`config.mk`:
```
export PLATFORM = sky130hd
export DESIGN_NAME = fetch_controller
export DESIGN_NICKNAME = d
export VERILOG_FILES = /design/src/rtl/fetch_controller.sv
export SDC_FILE = /design/constraint.sdc
export NUM_CORES = 1
export LEC_CHECK = 0
export ABC_CLOCK_PERIOD_IN_PS = 5790
export CAP_MARGIN = 15
export CORE_MARGIN = 1
export CORE_UTILIZATION = 47
export CTS_BUF_LIST = sky130_fd_sc_hd__clkbuf_8
export DETAILED_ROUTE_END_ITERATION = 12
export PLACE_DENSITY_LB_ADDON = 0.1
export RECOVER_POWER = 25
export SLEW_MARGIN = 20
export SYNTH_ARGS = -nofsm -noshare
export SYNTH_HDL_FRONTEND = slang
export SYNTH_SLANG_ARGS = --single-unit
```
`constraint.sdc`:
```
create_clock -name clk -period 5.79 [get_ports clk]
set_input_delay 1.4475 -clock clk [delete_from_list [all_inputs] [get_ports clk]]
set_output_delay 1.4475 -clock clk [all_outputs]
set_load 0.1 [all_outputs]
```
`src/rtl/fetch_controller.sv`:
```
// Instruction fetch sequencer: owns the PC, addresses the big-endian instruction memory,
// registers each fetched word with a valid flag, and stops on a halt word or an illegal address.
module fetch_controller #(
   parameter logic [31:0] RESET_PC  = 32'h0000_0000,
   parameter int unsigned MEM_WORDS = 256,
   parameter logic [31:0] HALT_WORD = 32'hFFFF_FFFF
) (
   input  logic        clk,
   input  logic        reset,
   input  logic        stall,
   input  logic        redirect_valid,
   input  logic [31:0] redirect_target,
   output logic [31:0] imem_address,
   input  logic [31:0] imem_instruction,
   output logic [31:0] pc,
   output logic [31:0] if_instruction,
   output logic [31:0] if_pc,
   output logic        if_valid,
   output logic        halted,
   output logic        fault
);

   typedef enum logic [1:0] {
      ST_BOOT,
      ST_RUN,
      ST_HALT,
      ST_FAULT
   } state_t;

   // First byte address past the end of instruction memory.
   localparam logic [31:0] PC_LIMIT = 32'(MEM_WORDS * 4);

   state_t      state_q, state_d;
   logic [31:0] pc_q, pc_d;
   logic [31:0] if_instruction_q, if_instruction_d;
   logic [31:0] if_pc_q, if_pc_d;
   logic        if_valid_q, if_valid_d;
   logic        halted_q, halted_d;
   logic        fault_q, fault_d;
   logic        pc_illegal;

   assign pc_illegal = (pc_q[1:0] != 2'b00) || (pc_q >= PC_LIMIT);

   // NOTE: every signal assigned here gets its hold value first, so no path leaves one
   // unassigned and no latch is inferred.
   always_comb begin
      state_d          = state_q;
      pc_d             = pc_q;
      if_instruction_d = if_instruction_q;
      if_pc_d          = if_pc_q;
      if_valid_d       = if_valid_q;
      halted_d         = halted_q;
      fault_d          = fault_q;

      case (state_q)
         ST_BOOT: begin
            if_valid_d = 1'b0;
            state_d    = ST_RUN;
         end

         ST_RUN: begin
            if (redirect_valid) begin
               // Redirect outranks stall, the range check and the halt check.
               pc_d       = redirect_target;
               if_valid_d = 1'b0;
            end else if (stall) begin
               pc_d = pc_q;
            end else if (pc_illegal) begin
               fault_d    = 1'b1;
               if_valid_d = 1'b0;
               state_d    = ST_FAULT;
            end else if (imem_instruction == HALT_WORD) begin
               halted_d   = 1'b1;
               if_valid_d = 1'b0;
               state_d    = ST_HALT;
            end else begin
               if_instruction_d = imem_instruction;
               if_pc_d          = pc_q;
               if_valid_d       = 1'b1;
               pc_d             = pc_q + 32'd4;
            end
         end

         ST_HALT, ST_FAULT: begin
            // Terminal until reset; stall and redirect have no effect.
            if_valid_d = 1'b0;
         end

         default: begin
            state_d    = ST_BOOT;
            if_valid_d = 1'b0;
         end
      endcase
   end

   // NOTE: state registers use non-blocking assignments so every flop samples the
   // pre-edge values computed above, independent of statement order.
   always_ff @(posedge clk or negedge reset) begin
      if (!reset) begin
         state_q          <= ST_BOOT;
         pc_q             <= RESET_PC;
         if_instruction_q <= 32'h0;
         if_pc_q          <= 32'h0;
         if_valid_q       <= 1'b0;
         halted_q         <= 1'b0;
         fault_q          <= 1'b0;
      end else begin
         state_q          <= state_d;
         pc_q             <= pc_d;
         if_instruction_q <= if_instruction_d;
         if_pc_q          <= if_pc_d;
         if_valid_q       <= if_valid_d;
         halted_q         <= halted_d;
         fault_q          <= fault_d;
      end
   end

   assign imem_address   = pc_q;
   assign pc             = pc_q;
   assign if_instruction = if_instruction_q;
   assign if_pc          = if_pc_q;
   assign if_valid       = if_valid_q;
   assign halted         = halted_q;
   assign fault          = fault_q;

endmodule

```
==> flow_summary.yaml, run 1 <==
setup_path:
  r2r-start: "imem_address[22]$_DFFE_PN0P_"
  crit_type: "in -> async"
  path_buf_inv: 2
  arrival_ns: 4.47
  crit_family: "buffers and inverters"
  r2r_end: "imem_address[13]$_DFFE_PN0P_"
  path_cells: "clkbuf_1 > buf_4"
  slowest_delay_ns: 2.23
  worst_setup_path_start_kind: "primary input"
  cp-end-kind: "async pin"
  cp.required_ns: 6.25
  reg2reg_depth: 5
  critPathMaxFanout: 61
  reg2reg_setup_slack_ns: 3.08
  critPathSlowestCell: "clkbuf_1"
power:
  p_sw_mw: 1.90
  internal_power_mw: 1.47
  p_leak_nw: 2.88
  p_per_area_nw_per_um2: 509
  vdd_ir_drop_max_mv: 0.513
  seqPwrFrac: 0.281
  switching_share: 0.565
  pwr-share-comb: 0.573
  clock_power_share: 0.147
floorplanning:
  fp.coreArea_um2: 9330
  die_x_um: 101
  num_rows: 35
  die_area_um2: 10100
  die_h_um: 101
  io_pins: 199
  initial_core_util: 0.489
sta:
  setup_viol: 0
  period_needed_ns: 4.01
  skew_ns: 0.0125
  drv_slew: 62
  rsz0062_at_grt: "no"
  hold_violations: 0
  worst_pin_slew_ns: 3.20
  slew_headroom: -1.13
  period_share: 0.693
  finalSetupTns_ns: 0
  max_freq_ghz: 0.249
logic_synthesis:
  synth-seq-cells: 101
  ys_async_sr_fraction: 1.00
  syn_area_um2: 4570
  avgSynthCellArea_um2: 11.3
  ys_seq_area_frac: 0.554
  ys.flop_type: "dfrtp_1"
  synth_top_cell_by_area: "dfrtp_1"
  synth_nets: 474
  synth_edf_count: 0
  ys_types: 46
  synth_warnings: 0
  yosysTopAreaCellShare: 0.554
  synth_cells: 404
  synth_area_leaders: "dfrtp_1 (55%), mux2_1 (6.2%), buf_4 (5.9%), mux2_2 (3.7%), nor2b_1 (3.4%)"
hold_path:
  holdCritStartpoint: "state_q[1]$_DFFE_PN0P_"
  hold_class: "reg -> reg"
  holdPathEnd: "state_q[0]$_DFFE_PN0P_"
  hold_path_depth: 1
clock_network:
  clock-sinks: 101
  h-tree-depth: 3
  clk_path_buf_depth: 2
  clk_pin_slew_ns: 0.09
  numCtsBuffers: 9
  insertion_delay_ns: 0.36
  cts.root.buffer_cell: "clkbuf_8"
  cts_tree: "built"
  cts_setup_buffers: 0
  post_cts_resized: 0
  cts-hold-fix-buffers: 0
finish:
  antenna_cells: 0
  drive_above_1_share: 0.0860
  nNetsFinal: 635
  syn_to_final_growth_pct: 45.1
  finalInstanceArea_um2: 6630
  fillers: 730
run_status:
  status: "finished, violations left"
  failed_checks: "max-capacitance violations, max-slew violations"
placement:
  placed_area_um2: 6400
  numPortBuffers: 198
  place_hpwl_um: 8460
  gp_congestion: 0.825
route:
  drtIter0Drc: 116
  via_per_inst: 5.28
  routedWlPerCell_um: 16.7
  wl_um: 11700
  detail_route.first_pass.iterations: 5
  detail_route.drc_violations: 0
  vias: 3688
  drtAntennaViolNets: 0
grt:
  grt_overflow_total: 0
  grt_max_degree: 62
  grt_pass1_vias: 3611
  grt_antenna_before_repair: 0
  grt_util_all_layers: 0.236
  grt_first_pass_wirelength_um: 18500
flow_run:
  max_cap_violations: 1
[Yosys cell counts, drive strengths merged, types with 2 or more instances]
cell and instances:
mux2 40, o221ai 4, o22a 9, buf 43
nand2 33, nor3 7, nor4 11, a21oi 18
nor2 21, inv 12, o21ai 9, a32oi 5
nand4 13, and3 2, or2 7, dfrtp 101
nand3 11, a22oi 2, o22ai 2, mux2i 2
ha 2, a2111oi 2, nor2b 25, clkbuf 10
[cell families after synthesis]
group / count (synthesis) / share of synthesized area
buf+inv: 65 / 0.0874
flops: 101 / 0.554
compound gates: 59 / 0.0932
simple gates: 135 / 0.157
mux: 42 / 0.103
fa+ha+maj: 2 / 0.00548
[sequential cells by signal, summed over array words and instances (netlist names)]
register        flops
imem_address       32
if_pc              32
state_q             2
fault               1
if_valid            1
if_instruction     32
halted              1
[through the flow]
| stage | cells | power (mW) | setup slack [ns] | hold WS [ns] | util |
|---|---|---|---|---|---|
| finish | 699 | 3.37 | 1.78 | 0.465 | 0.710 |
| global route | 699 | 3.48 | 1.16 | 0.492 | 0.710 |
| CTS | 699 | 3.39 | 2.21 | 0.464 | 0.711 |
| detailed placement | 683 | 2.89 | 1.84 | 0.451 | 0.687 |
| global placement | 683 | 2.88 | 1.92 | 0.445 | 0.687 |
| floorplan | 404 | 2.51 | 2.65 | 0.429 | - |
[worst max-delay path by stage]
stage | from | endpoint | slack, ns | cells past startpoint
floorplan | redirect_valid | if_pc[2]$_DFFE_PN0P_ | 2.65 | 6
global placement | redirect_valid | if_instruction[11]$_DFFE_PN0P_ | 1.92 | 5
detailed placement | redirect_valid | if_instruction[1]$_DFFE_PN0P_ | 1.84 | 5
CTS | redirect_valid | if_instruction[1]$_DFFE_PN0P_ | 2.21 | 5
global route | reset | if_pc[4]$_DFFE_PN0P_ | 1.16 | 2
finish | reset | if_pc[29]$_DFFE_PN0P_ | 1.78 | 2
[power by group through the flow]
| stage | Clock, mW | Sequential [mW] | Combinational [mW] |
|---|---|---|---|
| 3_3_place_gp | 0 | 0.953 | 1.92 |
| 2_1_floorplan | 0 | 1.58 | 0.935 |
| 3_5_place_dp | 0 | 0.958 | 1.93 |
| 6_report | 0.495 | 0.946 | 1.93 |
| 5_1_grt | 0.529 | 0.966 | 1.98 |
| 4_1_cts | 0.505 | 0.946 | 1.93 |
[per-layer routing]
| metal | global-route usage | vias up | wire, µm |
|---|---|---|---|
| met4 | 0.0691 | 0 | 116 |
| met1 | 0.310 | 1816 | 5010 |
| met3 | 0.0395 | 9 | 704 |
| met5 | 0 | - | 0 |
| met2 | 0.403 | 157 | 5840 |
| li1 | - | 1706 | - |
[area by class of cell]
| type | instances | area [µm²] | area share |
|---|---|---|---|
| sequential | 101 | 2530 | 0.381 |
| timing repair buffer | 203 | 2010 | 0.304 |
| clock buffer | 10 | 138 | 0.0208 |
| multi-input combinational | 238 | 1650 | 0.250 |
| inverter | 12 | 45.0 | 0.00680 |
| clock inverter | 6 | 87.6 | 0.0132 |
| tap | 129 | 161 | 0.0244 |
[cells in the final DEF, fill, tap and decap left out, drive strengths merged, types with 4 or more instances in the layout]
cell type      netlist  routed
a21oi               18      18
clkdlybuf4s50        0     197
nor2                21      21
o21ai                9       9
nand3               11      11
nor2b               25      25
a32oi                5       5
buf                 43       5
dfrtp              101     101
or2                  7       7
nand2               33      33
nor3                 7       7
o221ai               4       4
nand4               13      13
mux2                40      40
clkbuf              10      11
nor4                11      11
inv                 12      13
o22a                 9       9
Power figures use the tool's default switching activity.
==> run 2: changes to the inputs <==
--- a/config.mk
+++ b/config.mk
@@ -5,10 +5,10 @@
 export SDC_FILE = /design/constraint.sdc
 export NUM_CORES = 1
 export LEC_CHECK = 0
-export ABC_CLOCK_PERIOD_IN_PS = 5790
+export ABC_CLOCK_PERIOD_IN_PS = 3400
 export CAP_MARGIN = 15
 export CORE_MARGIN = 1
-export CORE_UTILIZATION = 47
+export CORE_UTILIZATION = 39
 export CTS_BUF_LIST = sky130_fd_sc_hd__clkbuf_8
 export DETAILED_ROUTE_END_ITERATION = 12
 export PLACE_DENSITY_LB_ADDON = 0.1
==> constraint.sdc (replaced) <==
create_clock -name clk -period 3.4 [get_ports clk]
set_input_delay 0.85 -clock clk [delete_from_list [all_inputs] [get_ports clk]]
set_output_delay 0.85 -clock clk [all_outputs]
set_load 0.1 [all_outputs]
==> flow_summary.yaml, run 2 (synthesized netlist as in run 1, its figures left out) <==
placement:
  numPortBuffers: 198
  place_hpwl_um: 8650
  gp_congestion: 0.824
  place_ws_ns: 0.272
run_status:
  status: "complete, no violations"
route:
  routedWlPerCell_um: 16.5
  vias: 3702
  drtAntennaViolNets: 0
  detail_route.first_pass.iterations: 4
  via_per_inst: 5.14
  wl_um: 11900
  detail_route.drc_violations: 0
  drtIter0Drc: 130
sta:
  period_needed_ns: 2.74
  hold_violations: 0
  rsz0062_at_grt: "no"
  fin_ws_ns: 0.662
  setup_viol: 0
  worst_pin_slew_ns: 1.21
  drv_slew: 0
  slew_headroom: 0.193
  finalSetupTns_ns: 0
  max_freq_ghz: 0.365
  period_share: 0.805
  skew_ns: 0.0155
  holdWs_ns: 0.461
clock_network:
  cts-hold-fix-buffers: 0
  numCtsBuffers: 9
  clock-sinks: 101
  clk_path_buf_depth: 2
  h-tree-depth: 3
  clk_pin_slew_ns: 0.10
  post_cts_resized: 0
  cts_tree: "built"
  cts_setup_buffers: 0
  cts.root.buffer_cell: "clkbuf_8"
  insertion_delay_ns: 0.36
finish:
  drive_above_1_share: 0.321
  antenna_cells: 0
  final_cell_mix: "buf_4 (139), dfrtp_1 (101), clkdlybuf4s50_1 (66)"
  nNetsFinal: 642
  final_util: 0.556
  fillers: 1016
  syn_to_final_growth_pct: 39.0
  final_common_cell: "buf_4"
floorplanning:
  die_x_um: 110
  initial_core_util: 0.400
  die_h_um: 110
  io_pins: 199
  num_rows: 39
  die_area_um2: 12100
  fp.coreArea_um2: 11400
grt:
  grt_util_all_layers: 0.193
  grt_antenna_before_repair: 0
  grt_first_pass_wirelength_um: 17700
  grt_max_degree: 49
  grt_overflow_total: 0
  grt_pass1_vias: 3427
setup_path:
  cp.required_ns: 3.69
  arrival_ns: 3.03
  worst_setup_path_start_kind: "register"
  reg2reg_depth: 5
  crit_type: "reg -> reg"
  cp-end-kind: "register"
  critPathMaxFanout: 10
power:
  p_leak_nw: 3.07
  vdd_ir_drop_max_mv: 0.665
  p_per_area_nw_per_um2: 876
  power_mw: 5.56
hold_path:
  hold_class: "reg -> reg"
  hold_path_depth: 1
flow_run:
  max_cap_violations: 0
==> run 2: cell count changes in the layout (fill, tap and decap cells not counted) <==
cell / previous run / this run
clkdlybuf4s50_1: 197 / 66
clkbuf_8: 10 / 9
buf_12: 0 / 1
bufinv_16: 2 / 1
clkbuf_1: 1 / 3
clkbuf_2: 0 / 1
buf_4: 5 / 139
inv_6: 0 / 1
clkinv_4: 1 / 2
==> run 2: worst max-delay path, cell delays in order, from the launching register on <==
cell and delay (ns):
dfrtp_1 0.48, nor4_1 0.38, nand4_1 0.39, a2111oi_4 0.78
or2_1 0.43, mux2i_1 0.22
==> run 2: path summary, 6_finish.rpt <==
kind | from | to | slack [ns]
max | imem_address[22]$_DFFE_PN0P_ | imem_address[13]$_DFFE_PN0P_ | 0.66
min | state_q[1]$_DFFE_PN0P_ | state_q[0]$_DFFE_PN0P_ | 0.46
max reg2reg | imem_address[22]$_DFFE_PN0P_ | imem_address[13]$_DFFE_PN0P_ | 0.66
min reg2reg | state_q[1]$_DFFE_PN0P_ | state_q[0]$_DFFE_PN0P_ | 0.46
max in group asynchronous | reset | imem_address[22]$_DFFE_PN0P_ | 0.99
min in group asynchronous | reset | if_instruction[17]$_DFFE_PN0P_ | 0.72
==> run 2: where the power goes <==
part	internal (mW)	switching [mW]
sequential	1.35	0.263
combinational	0.606	2.57
clock	0.343	0.421
total	2.30	3.25
==> run 2: layer usage <==
metal	wire (µm)	track usage	up-vias	share of wire
li1	-	-	1735	-
met1	5240	0.254	1816	0.44
met2	5750	0.319	135	0.48
met3	689	0.0276	16	0.058
met4	238	0.0808	0	0.020
met5	0	0	-	0
==> run 2: per-stage QoR <==
step,std cells,cell area [µm²]
floorplan,404,4570
global placement,704,6160
detailed placement,704,6160
CTS,720,6360
global route,720,6340
finish,720,6340
==> run 2: area by class of cell <==
cell class                 count  area [µm²]  share of cell area
clock buffer                   9         124              0.0195
multi-input combinational    238        1650               0.261
timing repair buffer         210        1740               0.274
sequential                   101        2530               0.398
inverter                      12        45.0             0.00710
tap                          143         179              0.0282
clock inverter                 7        75.1              0.0118
==> run 3: changes to the inputs <==
--- a/config.mk
+++ b/config.mk
@@ -5,7 +5,7 @@
 export SDC_FILE = /design/constraint.sdc
 export NUM_CORES = 1
 export LEC_CHECK = 0
-export ABC_CLOCK_PERIOD_IN_PS = 3400
+export ABC_CLOCK_PERIOD_IN_PS = 2300
 export CAP_MARGIN = 15
 export CORE_MARGIN = 1
 export CORE_UTILIZATION = 39
==> constraint.sdc (replaced) <==
create_clock -name clk -period 2.3 [get_ports clk]
set_input_delay 0.575 -clock clk [delete_from_list [all_inputs] [get_ports clk]]
set_output_delay 0.575 -clock clk [all_outputs]
set_load 0.1 [all_outputs]
==> flow_summary.yaml, run 3 (synthesized netlist as in run 1, its figures left out) <==
route:
  drtAntennaViolNets: 0
  via_per_inst: 5.06
  drtIter0Drc: 179
  wl_um: 13100
  routedWlPerCell_um: 16.9
  vias: 3920
  detail_route.first_pass.iterations: 4
  detail_route.drc_violations: 0
finish:
  antenna_cells: 0
  finalInstanceArea_um2: 7080
  final_cell_mix: "buf_4 (185), dfrtp_1 (75), clkdlybuf4s50_1 (62)"
  drive_above_1_share: 0.449
  nNetsFinal: 697
  final_common_cell: "buf_4"
  syn_to_final_growth_pct: 55.0
setup_path:
  reg2reg_depth: 8
  cp.required_ns: 2.55
  worst_setup_path_start_kind: "primary input"
  r2r_end: "if_instruction[15]$_DFFE_PN0P_"
  critPathMaxFanout: 8
  arrival_ns: 2.54
  crit_type: "in -> reg"
  reg2reg_setup_slack_ns: 0.09
  cp-end-kind: "register"
  r2r-start: "imem_address[21]$_DFFE_PN0P_"
clock_network:
  insertion_delay_ns: 0.36
  cts_tree: "built"
  numCtsBuffers: 9
  clk_pin_slew_ns: 0.10
  clk_path_buf_depth: 2
  clock-sinks: 101
  h-tree-depth: 3
  cts.root.buffer_cell: "clkbuf_8"
placement:
  place_hpwl_um: 9430
  gp_congestion: 0.893
  placed_area_um2: 6620
  numPortBuffers: 198
power:
  p_sw_mw: 4.95
  pwr-share-comb: 0.595
  internal_power_mw: 3.75
  p_per_area_nw_per_um2: 1230
  switching_share: 0.569
  vdd_ir_drop_max_mv: 1.02
  p_leak_nw: 3.43
  clock_power_share: 0.135
  seqPwrFrac: 0.270
floorplanning:
  die_x_um: 110
  initial_core_util: 0.400
  num_rows: 39
  die_h_um: 110
  io_pins: 199
  fp.coreArea_um2: 11400
  die_area_um2: 12100
sta:
  hold_violations: 0
  slew_headroom: 0.174
  setup_viol: 0
  period_share: 0.994
  drv_slew: 0
  finalSetupTns_ns: 0
  rsz0062_at_grt: "yes"
  worst_pin_slew_ns: 1.24
  period_needed_ns: 2.29
  max_freq_ghz: 0.437
  holdWs_ns: 0.443
  skew_ns: 0.00744
grt:
  grt_util_all_layers: 0.213
  grt_max_degree: 40
  grt_first_pass_wirelength_um: 19500
  grt_pass1_vias: 3784
  grt_antenna_before_repair: 0
  grt_overflow_total: 0
flow_run:
  max_cap_violations: 0
hold_path:
  hold_class: "in -> async"
run_status:
  status: "complete, no violations"
run 3: cell count changes in the layout (fill, tap and decap cells not counted), moves of 8 or more:
cell / previous run / this run
buf_12: 1 / 9
buf_4: 139 / 185
dfrtp_1: 101 / 75
dfrtp_2: 0 / 18
dfrtp_4: 0 / 8
mux2_1: 25 / 16
mux2_2: 15 / 7
mux2_4: 0 / 17
run 3: per-stage QoR:
stage | util | power (mW) | std cells | worst slack, ns
global placement | 0.579 | 7.49 | 747 | -0.343
detailed placement | 0.579 | 7.52 | 747 | -0.400
finish | 0.620 | 8.70 | 775 | 0.0134
global route | 0.620 | 9.04 | 775 | -0.0534
floorplan | - | 6.38 | 404 | -0.0100
CTS | 0.609 | 8.75 | 770 | 0.00198
run 3: how the worst max path moves through the flow:
stage                                      start                              to  slack [ns]  cells past startpoint
finish                      imem_instruction[15]  if_instruction[15]$_DFFE_PN0P_        0.01                      9
CTS                 imem_address[19]$_DFFE_PN0P_  if_instruction[22]$_DFFE_PN0P_       0.002                      8
global route        imem_address[21]$_DFFE_PN0P_  if_instruction[11]$_DFFE_PN0P_       -0.05                      8
detailed placement           imem_instruction[2]            if_pc[8]$_DFFE_PN0P_       -0.40                      7
floorplan                         redirect_valid            if_pc[2]$_DFFE_PN0P_       -0.01                      6
global placement             imem_instruction[2]            if_pc[9]$_DFFE_PN0P_       -0.34                      7
run 3: metal layers:
metal / vias to the layer above / GRT usage / wire [µm] / part of all wire
met2: 162 / 0.360 / 6420 / 0.49
met5: - / 0 / 0 / 0
met3: 20 / 0.0312 / 755 / 0.058
met1: 1899 / 0.274 / 5660 / 0.43
li1: 1839 / - / - / -
met4: 0 / 0.0827 / 221 / 0.017
run 3: timing repair:
action,in CTS,in global routing
hold buffers,0,0
gates resized for setup,10,24
pin swaps,3,8
endpoints found under the setup margin,17,53
gates cloned,1,0
setup buffers,6,5
run 3: worst max-delay path, stage by stage:
cell and delay, ns:
clkdlybuf4s50_1 0.50, nand4_1 0.12, nor4_2 0.35, buf_4 0.19
a2111oi_4 0.06, buf_4 0.17, buf_12 0.14, buf_12 0.14
mux2_4 0.30
run 3: power by group through the flow:
stage	combinational [mW]	clock, mW	sequential, mW
finish	5.18	1.18	2.35
global placement	5.15	0	2.34
global route	5.35	1.30	2.40
CTS	5.19	1.21	2.35
floorplan	2.35	0	4.03
detailed placement	5.17	0	2.35
run 3: layout make-up:
cell class | count | area, µm²
fillers | 964 | 4340
flip-flops and latches | 101 | 2580
repair buffers | 265 | 2300
multi-input cells | 238 | 1770
well taps | 143 | 179
clock buffers | 9 | 124
clock inverters | 7 | 81.3
inverters | 12 | 45.0
==> variant: new RTL, settings of run 3 <==
Add an input register stage for `redirect_target`; this delays it by one clock. The other inputs are not delayed to match.
--- a/src/rtl/fetch_controller.sv
+++ b/src/rtl/fetch_controller.sv
@@ -30,6 +30,12 @@
    // First byte address past the end of instruction memory.
    localparam logic [31:0] PC_LIMIT = 32'(MEM_WORDS * 4);
 
+   logic [31:0] redirect_target_q;
+
+   always_ff @(posedge clk) begin
+      redirect_target_q <= redirect_target;
+   end
+
    state_t      state_q, state_d;
    logic [31:0] pc_q, pc_d;
    logic [31:0] if_instruction_q, if_instruction_d;
@@ -61,7 +67,7 @@
          ST_RUN: begin
             if (redirect_valid) begin
                // Redirect outranks stall, the range check and the halt check.
-               pc_d       = redirect_target;
+               pc_d       = redirect_target_q;
                if_valid_d = 1'b0;
             end else if (stall) begin
                pc_d = pc_q;
Function: changed (Yosys sat finds a counterexample within 4 cycles, from zero or initial values and one cycle with reset low).
==> variant against run 3 <==
- the flow now finishes with violations (setup timing)
- setup slack got worse by 0.041 ns
- total power increased by 11%
- final area up 12%
- clock power grew 63%
- routed wire length is 4.3% higher
- via count rose by 2.3%
- clock skew barely moved
- synthesized area rose by 13%
- sequential cell count increased by 32
- critical endpoint is now imem_address[18]
==> variant: results (changes against run 3) <==
.. list-table::
   :header-rows: 1

   * - Metric
     - Value
   * - Share of async-settable or async-resettable flops after synthesis
     - 75.94% (-24 points)
   * - Compound-Gate Fraction of Synth Area
     - 7.376% (-1.9 points)
   * - Worst-case setup slack after placement
     - -0.3904 ns (+0.009746 ns)
   * - Tightest Pin Transition
     - 1.088 ns (-0.1505 ns)
   * - Portion of the post-synthesis area used by sequential elements
     - 61.23% (+5.9 points)
   * - Net count after synthesis
     - 494 (+4.2%)
   * - DRT iter0 DRCs
     - 165 (-7.8%)
   * - Ranking of synthesized cells by instance count
     - sky130_fd_sc_hd__dfrtp_1 (101), sky130_fd_sc_hd__nand2_1 (41), sky130_fd_sc_hd__mux2_1 (40)
   * - Number of placed instances with taps included
     - 788 (+5.5%)
   * - Detailed-route wire length on metal 1
     - 5997 um (+5.9%)
   * - Ranking of synthesized cells by area
     - sky130_fd_sc_hd__dfrtp_1 (49%), sky130_fd_sc_hd__dfxtp_1 (12%), sky130_fd_sc_hd__mux2_1 (8.7%), sky130_fd_sc_hd__buf_4 (4.8%), sky130_fd_sc_hd__nor2b_1 (3.0%)
   * - Adder-cell share of the synthesized area
     - 0.4837% (-0.064 points)
   * - Drt total wl
     - 13620 um (+4.3%)
   * - Mux cell area share after synthesis
     - 9.915% (-0.39 points)
   * - M3 GR Usage
     - 7.415% (+4.3 points)
   * - Arrival time of data at the critical path endpoint
     - 2.66 ns (+0.12 ns)
   * - Fin Clk Skew
     - 0.006956 ns (-0.0004842 ns)
   * - Met1 Usage GRT
     - 26.04% (-1.4 points)
   * - Met3 routed WL
     - 992 um (+31%)
   * - Cell family contributing the most delay on the critical path
     - compound AO/OA/AOI/OAI gates
   * - IR Drop Worst-Case VDD
     - 0.001140 V (+12%)
   * - Clock latency reported for the late side of the worst-skew pair
     - 0.45 ns (+0.09 ns)
   * - Total CTS buffers
     - 17 (+8)
   * - CP Max Fanout
     - 6 (-2)
   * - Cells after synthesis
     - 424 (+5.0%)
   * - H-tree depth
     - 4 (+1)
   * - Antenna violations before repair
     - 1 (+1)
   * - Count of nets after finishing
     - 719 (+3.2%)
   * - Routed wire length on met2
     - 6444 um (+0.36%)
   * - Violations in the final reports
     - setup timing
   * - Final setup slack of the worst path
     - -0.02747 ns (-0.04090 ns)
   * - Cell with the largest stage delay on the worst path
     - sky130_fd_sc_hd__dfrtp_4
   * - Lkg Pwr
     - 3.779 nW (+10%)
   * - Outcome
     - finished with violations
   * - Pin count of the biggest net entering global routing
     - 49 (+23%)
   * - Met2 Use GR
     - 31.53% (-4.5 points)
   * - Final RePlAce weighted congestion
     - 0.8137 (-8.9%)
   * - DR vias/cell
     - 4.802 (-5.1%)
   * - Clock-pin slew of the registers on the worst-case setup and hold paths
     - 0.07 ns (-0.03 ns)
   * - Number of setup violations in the final report
     - 1 (+1)
[variant: repair_timing]
action	in CTS	in global routing
pin swaps	5	15
setup endpoints to repair	39	82
gates resized for setup	32	13
gates cloned	5	1
setup buffers	9	0
[variant: through the flow]
stage | hold slack (ns) | setup TNS (ns) | util [%]
after floorplan | 0.2794 | 0 | -
after global placement | 0.3985 | -17.12 | 55.89
after detailed placement | 0.3995 | -22.32 | 55.89
after CTS | 0.07785 | -1.392 | 61.47
after global routing | 0.3158 | -4.980 | 61.96
final | 0.2598 | -0.02747 | 61.97
[variant: logic make-up (layout without fill, tap and decap cells)]
logic type | count (synthesis) | after routing
buf+inv | 58 | 296
fa+ha+maj | 2 | 2
mux | 46 | 46
flops | 133 | 133
simple gates | 137 | 137
compound gates | 48 | 48
other cells | 0 | 1
[variant: area by class of cell]
type,instances,area [um^2]
Inverter,9,33.78
Clock inverter,11,106.4
Sequential cell,133,3218
Timing Repair Buffer,255,2268
Multi-Input combinational cell,233,1783
Tap cell,172,215.2
Clock buffer,21,289.0
Fill cell,1024,4857
Antenna cell,1,2.502
[variant: path summary, 6_finish.rpt]
| check | cells after the start | start | slack [ns] | end |
|---|---|---|---|---|
| worst max register to register | 9 | imem_address[19] | -0.03 | imem_address[18] |
| max in group asynchronous | 2 | reset | 0.36 | imem_address[8] |
| worst max-delay path | 9 | imem_address[19] | -0.03 | imem_address[18] |
| min in group clk | 2 | redirect_target_q[0] | 0.41 | imem_address[0] |
| worst min register to register | 2 | redirect_target_q[0] | 0.41 | imem_address[0] |
| worst min-delay path | 1 | reset | 0.26 | if_instruction[13] |
[variant: report_power, final]
part | internal [mW] | total (mW) | switching [mW]
clock | 1.06 | 1.92 | 0.862
combinational | 1.05 | 4.86 | 3.81
sequential | 2.63 | 2.90 | 0.271
total | 4.74 | 9.68 | 4.94
